**src/rtl/br_counter_incr_coalescer_if.sv**
```systemverilog
// Event-in / increment-out bundle for br_counter_incr_coalescer.
//   in_valid, in_count : event beat from the producer (master -> slave)
//   in_ready           : beat acceptance (slave -> master)
//   incr_valid, incr   : registered increment pulse toward br_counter_incr (slave -> master)
// The coalescer uses the slave modport; the producer/observer side uses master.
interface br_counter_incr_coalescer_if #(
   parameter int unsigned MaxIncrement  = 4,
   parameter int unsigned MaxEventCount = 2
);
   localparam int unsigned CountWidth     = $clog2(MaxEventCount + 1);
   localparam int unsigned IncrementWidth = $clog2(MaxIncrement + 1);

   logic                      in_valid;
   logic                      in_ready;
   logic [CountWidth-1:0]     in_count;
   logic                      incr_valid;
   logic [IncrementWidth-1:0] incr;

   modport master (
      output in_valid,
      output in_count,
      input  in_ready,
      input  incr_valid,
      input  incr
   );

   modport slave (
      input  in_valid,
      input  in_count,
      output in_ready,
      output incr_valid,
      output incr
   );
endinterface

```
**src/rtl/br_counter_incr_coalescer.sv**
```systemverilog
// Coalesces a ready/valid stream of small per-cycle event counts into a pending sum and
// emits registered incr_valid/incr pulses, each 1..MaxIncrement, for br_counter_incr.
// Ports:
//   clk, rst : single clock, synchronous active-high reset
//   bus      : slave side of the event/increment interface
//   flush    : level; emit any nonzero pending sum every cycle while high
//   hold     : level; suppress all emission while high (wins over flush)
//   pending  : current accumulator value
//   idle     : nothing pending and no pulse in flight
module br_counter_incr_coalescer #(
   parameter int unsigned MaxIncrement  = 4,
   parameter int unsigned MaxEventCount = 2,
   parameter int unsigned MaxPending    = 8,
   parameter int unsigned FlushTimeout  = 3
) (
   input  logic                             clk,
   input  logic                             rst,
   br_counter_incr_coalescer_if.slave       bus,
   input  logic                             flush,
   input  logic                             hold,
   output logic [$clog2(MaxPending+1)-1:0]  pending,
   output logic                             idle
);

   localparam int unsigned CountWidth     = $clog2(MaxEventCount + 1);
   localparam int unsigned IncrementWidth = $clog2(MaxIncrement + 1);
   localparam int unsigned PendingWidth   = $clog2(MaxPending + 1);
   localparam int unsigned AgeWidth       = $clog2(FlushTimeout) + 1;

   localparam logic [PendingWidth-1:0] MaxIncP   = PendingWidth'(MaxIncrement);
   localparam logic [PendingWidth-1:0] ReadyMax  = PendingWidth'(MaxPending - MaxEventCount);
   localparam logic [PendingWidth-1:0] MaxPendP  = PendingWidth'(MaxPending);
   localparam logic [AgeWidth-1:0]     AgeMax    = AgeWidth'(FlushTimeout - 1);
   localparam logic [CountWidth-1:0]   MaxCountC = CountWidth'(MaxEventCount);

   logic [PendingWidth-1:0]   pending_q, pending_d;
   logic [AgeWidth-1:0]       age_q, age_d;
   logic                      incr_valid_q;
   logic [IncrementWidth-1:0] incr_q;
   logic [PendingWidth-1:0]   amt;
   logic                      emit;
   logic                      ready;
   logic                      accept;

   always_comb begin
      // Headroom check on registered state only, so a full beat always fits.
      ready  = !rst && (pending_q <= ReadyMax);
      accept = bus.in_valid && ready;

      emit = !hold && (pending_q != '0) &&
             ((pending_q >= MaxIncP) || (age_q >= AgeMax) || flush);

      amt = '0;
      if (emit) begin
         amt = (pending_q >= MaxIncP) ? MaxIncP : pending_q;
      end

      pending_d = pending_q - amt;
      if (accept) begin
         pending_d = pending_d + PendingWidth'(bus.in_count);
      end

      // Age measures how long the current residue has waited since the last pulse.
      age_d = age_q;
      if (emit || (pending_q == '0)) begin
         age_d = '0;
      end else if (age_q < AgeMax) begin
         age_d = age_q + AgeWidth'(1);
      end
   end

   always_ff @(posedge clk) begin
      if (rst) begin
         pending_q    <= '0;
         age_q        <= '0;
         incr_valid_q <= 1'b0;
         incr_q       <= '0;
      end else begin
         pending_q    <= pending_d;
         age_q        <= age_d;
         incr_valid_q <= emit;
         incr_q       <= IncrementWidth'(amt);
      end
   end

   assign bus.in_ready   = ready;
   assign bus.incr_valid = incr_valid_q;
   assign bus.incr       = incr_q;
   assign pending        = pending_q;
   assign idle           = (pending_q == '0) && !incr_valid_q;

   in_count_range_a : assert property (@(posedge clk) disable iff (rst)
      bus.in_valid |-> (bus.in_count <= MaxCountC));

   in_count_stable_a : assert property (@(posedge clk) disable iff (rst)
      (bus.in_valid && !ready) |=> $stable(bus.in_count));

   pending_range_a : assert property (@(posedge clk) disable iff (rst)
      pending_q <= MaxPendP);

endmodule

```
**src/flat_wrapper.sv**
```systemverilog
// flat-port wrapper written by rule: the top's interface ports become plain ports
module br_counter_incr_coalescer_flat 
#(
   parameter int unsigned MaxIncrement  = 4,
   parameter int unsigned MaxEventCount = 2,
   parameter int unsigned MaxPending    = 8,
   parameter int unsigned FlushTimeout  = 3
)
  (clk, rst, flush, hold, pending, idle, bus_in_valid, bus_in_count, bus_in_ready, bus_incr_valid, bus_incr);
  br_counter_incr_coalescer_if #(.MaxIncrement(MaxIncrement), .MaxEventCount(MaxEventCount)) bus_i ();
  input  logic clk;
  input  logic rst;
  input  logic flush;
  input  logic hold;
  output logic [$clog2(MaxPending+1)-1:0] pending;
  output logic idle;
  input wire logic [$bits(bus_i.in_valid)-1:0] bus_in_valid;
  input wire logic [$bits(bus_i.in_count)-1:0] bus_in_count;
  output wire logic [$bits(bus_i.in_ready)-1:0] bus_in_ready;
  output wire logic [$bits(bus_i.incr_valid)-1:0] bus_incr_valid;
  output wire logic [$bits(bus_i.incr)-1:0] bus_incr;
  assign bus_i.in_valid = bus_in_valid;
  assign bus_i.in_count = bus_in_count;
  assign bus_in_ready = bus_i.in_ready;
  assign bus_incr_valid = bus_i.incr_valid;
  assign bus_incr = bus_i.incr;
  br_counter_incr_coalescer #(.MaxIncrement(MaxIncrement), .MaxEventCount(MaxEventCount), .MaxPending(MaxPending), .FlushTimeout(FlushTimeout)) u_core (.clk(clk), .rst(rst), .bus(bus_i), .flush(flush), .hold(hold), .pending(pending), .idle(idle));
endmodule
```
**config.mk**
```make
export PLATFORM = sky130hd
export DESIGN_NAME = br_counter_incr_coalescer_flat
export DESIGN_NICKNAME = d
export VERILOG_FILES = /design/src/rtl/br_counter_incr_coalescer_if.sv /design/src/rtl/br_counter_incr_coalescer.sv /design/src/flat_wrapper.sv
export SDC_FILE = /design/constraint.sdc
export NUM_CORES = 1
export LEC_CHECK = 0
export CELL_PAD_IN_SITES_DETAIL_PLACEMENT = 1
export CELL_PAD_IN_SITES_GLOBAL_PLACEMENT = 1
export CORE_MARGIN = 4
export CORE_UTILIZATION = 34
export DETAILED_ROUTE_END_ITERATION = 8
export GPL_ROUTABILITY_DRIVEN = 1
export GPL_TIMING_DRIVEN = 0
export PLACE_DENSITY = 0.79
export RECOVER_POWER = 25
export SLEW_MARGIN = 40
export SYNTH_ARGS = -nofsm -noshare
export SYNTH_HDL_FRONTEND = slang
export SYNTH_SLANG_ARGS = --single-unit
```
**constraint.sdc**
```tcl
create_clock -name clk -period 2.9 [get_ports clk]
set_input_delay 0.435 -clock clk [delete_from_list [all_inputs] [get_ports clk]]
set_output_delay 0.435 -clock clk [all_outputs]
set_load 0.01 [all_outputs]
```
==> results.py, run 1 <==
metrics = {
    "worst_setup_path": {
        "cpMostUsedCell": "ha_1",
        "reg2reg_from": "u_core.age_q[1]",
        "reg2reg_slack_ns": 0.26,
        "critPathCaptureType": "flop",
        "critPathKind": "input pin to flop",
        "cpPeakStageDelay_ns": 0.56,
        "critPathMaxFanout": 2,
        "worst_path_max_delay_cell": "fa_2",
        "crit_required_ns": 3.07,
        "worst_r2r_path_depth": 11,
        "path_cells": "clkdlybuf4s50_1 -> nor3_2 -> nor4_4 -> and2_4 -> ha_1 -> inv_1 -> fa_2 -> ha_1 -> a21oi_1 -> and4bb_1 -> xnor3_1 -> nor2_1",
        "worstReg2RegEnd": "u_core.pending[2]",
        "arrival_ns": 2.99,
        "crit_path_start_kind": "input pin",
    },
    "pwr": {
        "p_leak_uw": 0.000340,
        "p_per_area_nw_per_um2": 746,
        "vdd_ir_drop_max_uv": 389,
    },
    "global_routing": {
        "grt_use_total_pct": 11.9,
        "grt_overflow_total": 0,
        "grt_pass1_wl_um": 2170,
        "grt_max_degree": 11,
        "antenna_found_initial": 0,
        "first_global_vias": 473,
    },
    "min_path": {
        "holdPathEnd": "u_core.pending[3]",
        "worstHoldStart": "rst",
        "holdPathStages": 2,
        "hold_class": "input pin to flop",
    },
    "floorplanning": {
        "core_um2": 1710,
        "fp.dieW_um": 50.4,
        "ios": 17,
        "die_height_um": 50.4,
        "rows": 15,
        "start_util_pct": 35.8,
        "fp.dieArea_um2": 2540,
    },
    "yosys": {
        "yosysTopAreaCellShare_pct": 36.1,
        "synth_ff_type": "dfxtp_1",
        "yosys.area.top_type": "dfxtp_1",
        "postSynthAreaPerCell_um2": 9.85,
        "netlist_instances": 62,
        "async_flop_share_pct": 0,
        "synth_area_leaders": "dfxtp_1 (36%), ha_1 (12%), fa_1 (6.6%)",
        "ys_seq_area_share_pct": 36.1,
        "ys_types": 24,
        "ys_ff_latch": 11,
        "yosys_warnings": 0,
        "syn_area_um2": 611,
        "syn_nets": 77,
        "synth_edf_count": 0,
    },
    "clocking": {
        "clock_latency_ns": 0.27,
        "numCtsBuffers": 3,
        "cts.path.max_buffers": 2,
        "htreeDepth": 1,
        "root_buffer": "clkbuf_4",
        "cts_tree": "done",
        "numClockSinks": 11,
        "holdBufCountCts": 0,
        "path_clk_slew_ns": 0.07,
    },
    "placement": {
        "dp_hpwl_um": 998,
        "place.gp.congestion": 0.671,
        "port_buffers": 15,
    },
    "timing": {
        "final.min_clock_period_ns": 2.82,
        "finalSetupViolCount": 0,
        "tightest_slew_ns": 0.484,
        "slew_headroom_pct": 67.4,
        "drv_slew": 0,
        "hold_viol": 0,
        "period_share_pct": 97.3,
        "fmaxAchievable_ghz": 0.354,
        "tns_ns": 0,
        "skew_ns": 0.00337,
    },
    "routing": {
        "first_iter_violations": 0,
        "wl_um": 1400,
        "vias_per_cell": 4.95,
        "wl_per_cell_um": 13.1,
        "drcViolationCount": 0,
        "drtPass1Iterations": 1,
        "ant_nets": 0,
        "vias": 530,
    },
    "outcome": {
        "outcome": "finished clean",
    },
    "cells_and_area": {
        "final_common_cell": "clkdlybuf4s50_1",
        "area_growth_pct": 39.3,
        "fin_util_pct": 49.8,
        "mostFrequentLayoutCells": "clkdlybuf4s50_1 (15), dfxtp_1 (11), nor2_1 (8)",
        "n_antenna_cell": 0,
        "layout-drive-gt1-share_pct": 13.4,
        "nets": 98,
    },
    "flow_run": {
        "maxCapViolations": 0,
    },
}
-- power by group --
group	internal (uW)	switching, uW
logic	182	128
clock network	53.3	51.1
registers	178	42.1
total	413	221
-- layout make-up --
| cell class | count | area (um2) |
|---|---|---|
| Buffer | 1 | 7.51 |
| Clock buffer | 4 | 26.3 |
| Fill cell | 188 | 857 |
| Inverter | 4 | 15.0 |
| Multi-Input combinational cell | 46 | 393 |
| Sequential cell | 11 | 220 |
| Tap cell | 25 | 31.3 |
| Timing Repair Buffer | 16 | 158 |
-- repair_timing --
item / 4_1_cts / 5_1_grt
pin swaps: 0 / 4
buffers inserted: 0 / 1
hold endpoints to repair: 0 / 0
setup endpoints to repair: 1 / 1
gates resized for setup: 1 / 4
-- per-layer routing --
metal  track usage (%)  wire length (um)
met1              12.0               503
met2              20.9               739
met3              1.78                83
met4              10.8                71
met5                 0                 0
-- sequential cells by signal (all words and copies together), names as in the netlist --
name	cells
u_core.pending	4
u_core.age_q	3
u_core.bus.incr	3
u_core.bus.incr_valid	1
-- synth_stat cells, types with 2 or more instances --
cell	number
ha_1	6
nand2_1	3
nor3_1	2
xnor2_1	3
nor2_1	8
inv_1	4
nand3_1	2
dfxtp_1	11
fa_1	2
a21oi_1	5
nor2b_1	2
nor4_1	2
-- logic make-up (layout without fill, tap and decap cells) --
group,Yosys count,after routing,share of synthesized area (%)
simple gates,25,25,21.5
buf+inv,5,25,3.69
compound gates,9,9,11.9
flops,11,11,36.1
fa+ha+maj,8,8,18.9
xor+xnor,4,4,7.99
-- metrics by stage --
step | area (um2) | hold WS, ns | std cells | worst slack [ns] | total power (uW)
6_report | 851 | 0.422 | 107 | 0.0786 | 635
2_1_floorplan | 611 | 0.474 | 62 | 0.421 | 410
4_1_cts | 825 | 0.419 | 106 | 0.00130 | 628
5_1_grt | 851 | 0.416 | 107 | -0.0765 | 693
3_3_place_gp | 792 | 0.495 | 102 | -0.252 | 509
3_5_place_dp | 792 | 0.507 | 102 | -0.299 | 517
-- worst max path at each step --
stage,from,to
after floorplan,flush,u_core.pending[3]
after global placement,hold,u_core.pending[3]
after detailed placement,hold,u_core.pending[3]
after CTS,flush,u_core.pending[3]
after global routing,flush,u_core.pending[2]
final,flush,u_core.pending[3]
-- worst max-delay path, delay by kind of cell --
kind / cells / cell delay (ns)
and+or+nand+nor: 5 / 0.79
adders and majority gates: 3 / 0.92
xor gates and xnor gates: 1 / 0.19
buffers and inverters: 2 / 0.54
AOI/OAI and AO/OA: 1 / 0.12
(Power assumes the default switching activity.)
==> run 2, diff against run 1 <==
==> constraint.sdc (replaced) <==
create_clock -name clk -period 2.9 [get_ports clk]
set_input_delay 0.435 -clock clk [delete_from_list [all_inputs] [get_ports clk]]
set_output_delay 0.435 -clock clk [all_outputs]
set_load 0.05 [all_outputs]
==> results of run 2 <==
The final DEF is identical to that of run 1. Status: finished clean.
Among the figures that moved: total power 635 uW -> 730 uW; worst IR drop on VDD 389 uV -> 398 uV
==> run 3, diff against run 2 <==
--- a/config.mk
+++ b/config.mk
@@ -7,12 +7,13 @@
 export LEC_CHECK = 0
 export CELL_PAD_IN_SITES_DETAIL_PLACEMENT = 1
 export CELL_PAD_IN_SITES_GLOBAL_PLACEMENT = 1
+export CORE_ASPECT_RATIO = 1.4
 export CORE_MARGIN = 4
-export CORE_UTILIZATION = 34
+export CORE_UTILIZATION = 30
 export DETAILED_ROUTE_END_ITERATION = 8
 export GPL_ROUTABILITY_DRIVEN = 1
-export GPL_TIMING_DRIVEN = 0
-export PLACE_DENSITY = 0.79
+export GPL_TIMING_DRIVEN = 1
+export PLACE_DENSITY = 0.74
 export RECOVER_POWER = 25
 export SLEW_MARGIN = 40
 export SYNTH_ARGS = -nofsm -noshare
==> constraint.sdc (replaced) <==
create_clock -name clk -period 2.3 [get_ports clk]
set_input_delay 0.345 -clock clk [delete_from_list [all_inputs] [get_ports clk]]
set_output_delay 0.345 -clock clk [all_outputs]
set_load 0.05 [all_outputs]
==> results.py, run 3 (same netlist as run 1, synthesis figures left out) <==
metrics = {
    "timing": {
        "hold_viol": 0,
        "hold_ws_ns": 0.535,
        "period_share_pct": 108,
        "final.min_clock_period_ns": 2.48,
        "drv_slew": 0,
        "rsz0062_at_grt": "true",
        "tightest_slew_ns": 0.502,
        "setup_ws_ns": -0.184,
        "skew_ns": 0.00147,
        "slew_headroom_pct": 66.4,
        "finalSetupViolCount": 3,
        "tns_ns": -0.347,
        "fmaxAchievable_ghz": 0.403,
    },
    "cells_and_area": {
        "mostFrequentLayoutCells": "clkdlybuf4s50_1 (12), buf_4 (12), nor2_1 (8), dfxtp_1 (8), ha_1 (4)",
        "area_growth_pct": 63.7,
        "nets": 109,
        "n_antenna_cell": 0,
        "layout-drive-gt1-share_pct": 36.6,
        "final_cell_area_um2": 1000,
        "largest_reg_flops": 4,
        "final_cells": 114,
        "fillers": 224,
    },
    "clocking": {
        "numClockSinks": 11,
        "numCtsBuffers": 3,
        "htreeDepth": 1,
        "cts_tree": "done",
        "cts.path.max_buffers": 2,
        "root_buffer": "clkbuf_4",
        "clock_latency_ns": 0.28,
        "holdBufCountCts": 0,
        "path_clk_slew_ns": 0.07,
    },
    "floorplanning": {
        "fp.dieArea_um2": 2830,
        "ios": 17,
        "rows": 19,
        "start_util_pct": 31.3,
        "core_um2": 1950,
        "fp.dieW_um": 46.1,
        "die_height_um": 61.4,
    },
    "pwr": {
        "vdd_ir_drop_max_uv": 448,
        "p_per_area_nw_per_um2": 1040,
        "p_leak_uw": 0.000405,
    },
    "routing": {
        "ant_nets": 0,
        "dr.max_layer_used": "met4",
        "wl_met3_um": 79,
        "wl_met2_um": 896,
        "wl_per_cell_um": 13.7,
        "drcViolationCount": 0,
        "drt-met1-wl_um": 525,
        "vias": 565,
        "wl_um": 1570,
        "first_iter_violations": 2,
        "drtPass1Iterations": 2,
        "vias_per_cell": 4.96,
    },
    "worst_setup_path": {
        "crit_required_ns": 2.51,
        "arrival_ns": 2.70,
        "critPathMaxFanout": 2,
        "critPathCaptureType": "flop",
        "critPathKind": "flop to flop",
        "crit_path_start_kind": "flop",
    },
    "global_routing": {
        "first_global_vias": 602,
        "antenna_found_initial": 0,
        "grt_pass1_wl_um": 2520,
        "grt_max_degree": 10,
        "grt_use_total_pct": 13.3,
        "grt_overflow_total": 0,
    },
    "flow_run": {
        "maxCapViolations": 0,
    },
    "placement": {
        "pre_cts_ws_ns": -0.789,
        "port_buffers": 16,
        "dp_hpwl_um": 1230,
        "dp_cells": 109,
        "place.gp.congestion": 0.721,
        "dpl-instance-area_um2": 895,
    },
    "outcome": {
        "outcome": "finished, violations left",
        "violations": "negative setup slack",
    },
    "min_path": {
        "hold_class": "input pin to flop",
    },
}
run 3: what timing repair did:
action	CTS	global route
pin swaps	7	6
gates resized for setup	13	4
setup endpoints to repair	3	3
setup buffers	0	1
run 3: path summary, 6_finish.rpt:
check | from | to | slack [ns] | depth (start not counted)
min reg2reg | u_core.age_q[0] | u_core.age_q[0] | 0.55 | 2
max reg2reg | u_core.pending[3] | u_core.pending[3] | -0.18 | 10
max | u_core.pending[3] | u_core.pending[3] | -0.18 | 10
min | hold | u_core.bus.incr[2] | 0.54 | 3
run 3: layout make-up:
type / count / area, um2 / area share, %
Sequential cell: 11 / 229 / 22.9
Multi-Input combinational cell: 46 / 444 / 44.4
Timing Repair Buffer: 28 / 259 / 25.9
Inverter: 4 / 15.0 / 1.50
Clock buffer: 4 / 26.3 / 2.63
Tap cell: 21 / 26.3 / 2.63
run 3: power by group:
part           internal (uW)  leakage [uW]  switching [uW]
clock network           67.5     0.0000150            74.5
registers                231     0.0000914            31.7
logic                    298      0.000298             340
run 3: per-layer routing:
| metal | GRT usage [%] | vias up |
|---|---|---|
| met1 | 12.3 | 267 |
| met3 | 2.63 | 6 |
| met2 | 23.4 | 15 |
| li1 | - | 277 |
| met5 | 0 | - |
| met4 | 12.2 | 0 |
run 3: through the flow:
step,power (uW),util (%)
floorplan,649,-
CTS,1030,49.7
global route,1110,51.3
global placement,841,45.9
finish,1040,51.3
detailed placement,857,45.9
run 3: critical path, stage by stage (launching register included):
cell and delay [ns]:
dfxtp_4 0.35, nor4_4 0.32, and2_4 0.20, ha_4 0.12, inv_2 0.03, fa_2 0.56, ha_4 0.21, a21oi_2 0.13
and4bb_1 0.21, xnor3_1 0.17, nor2_1 0.10
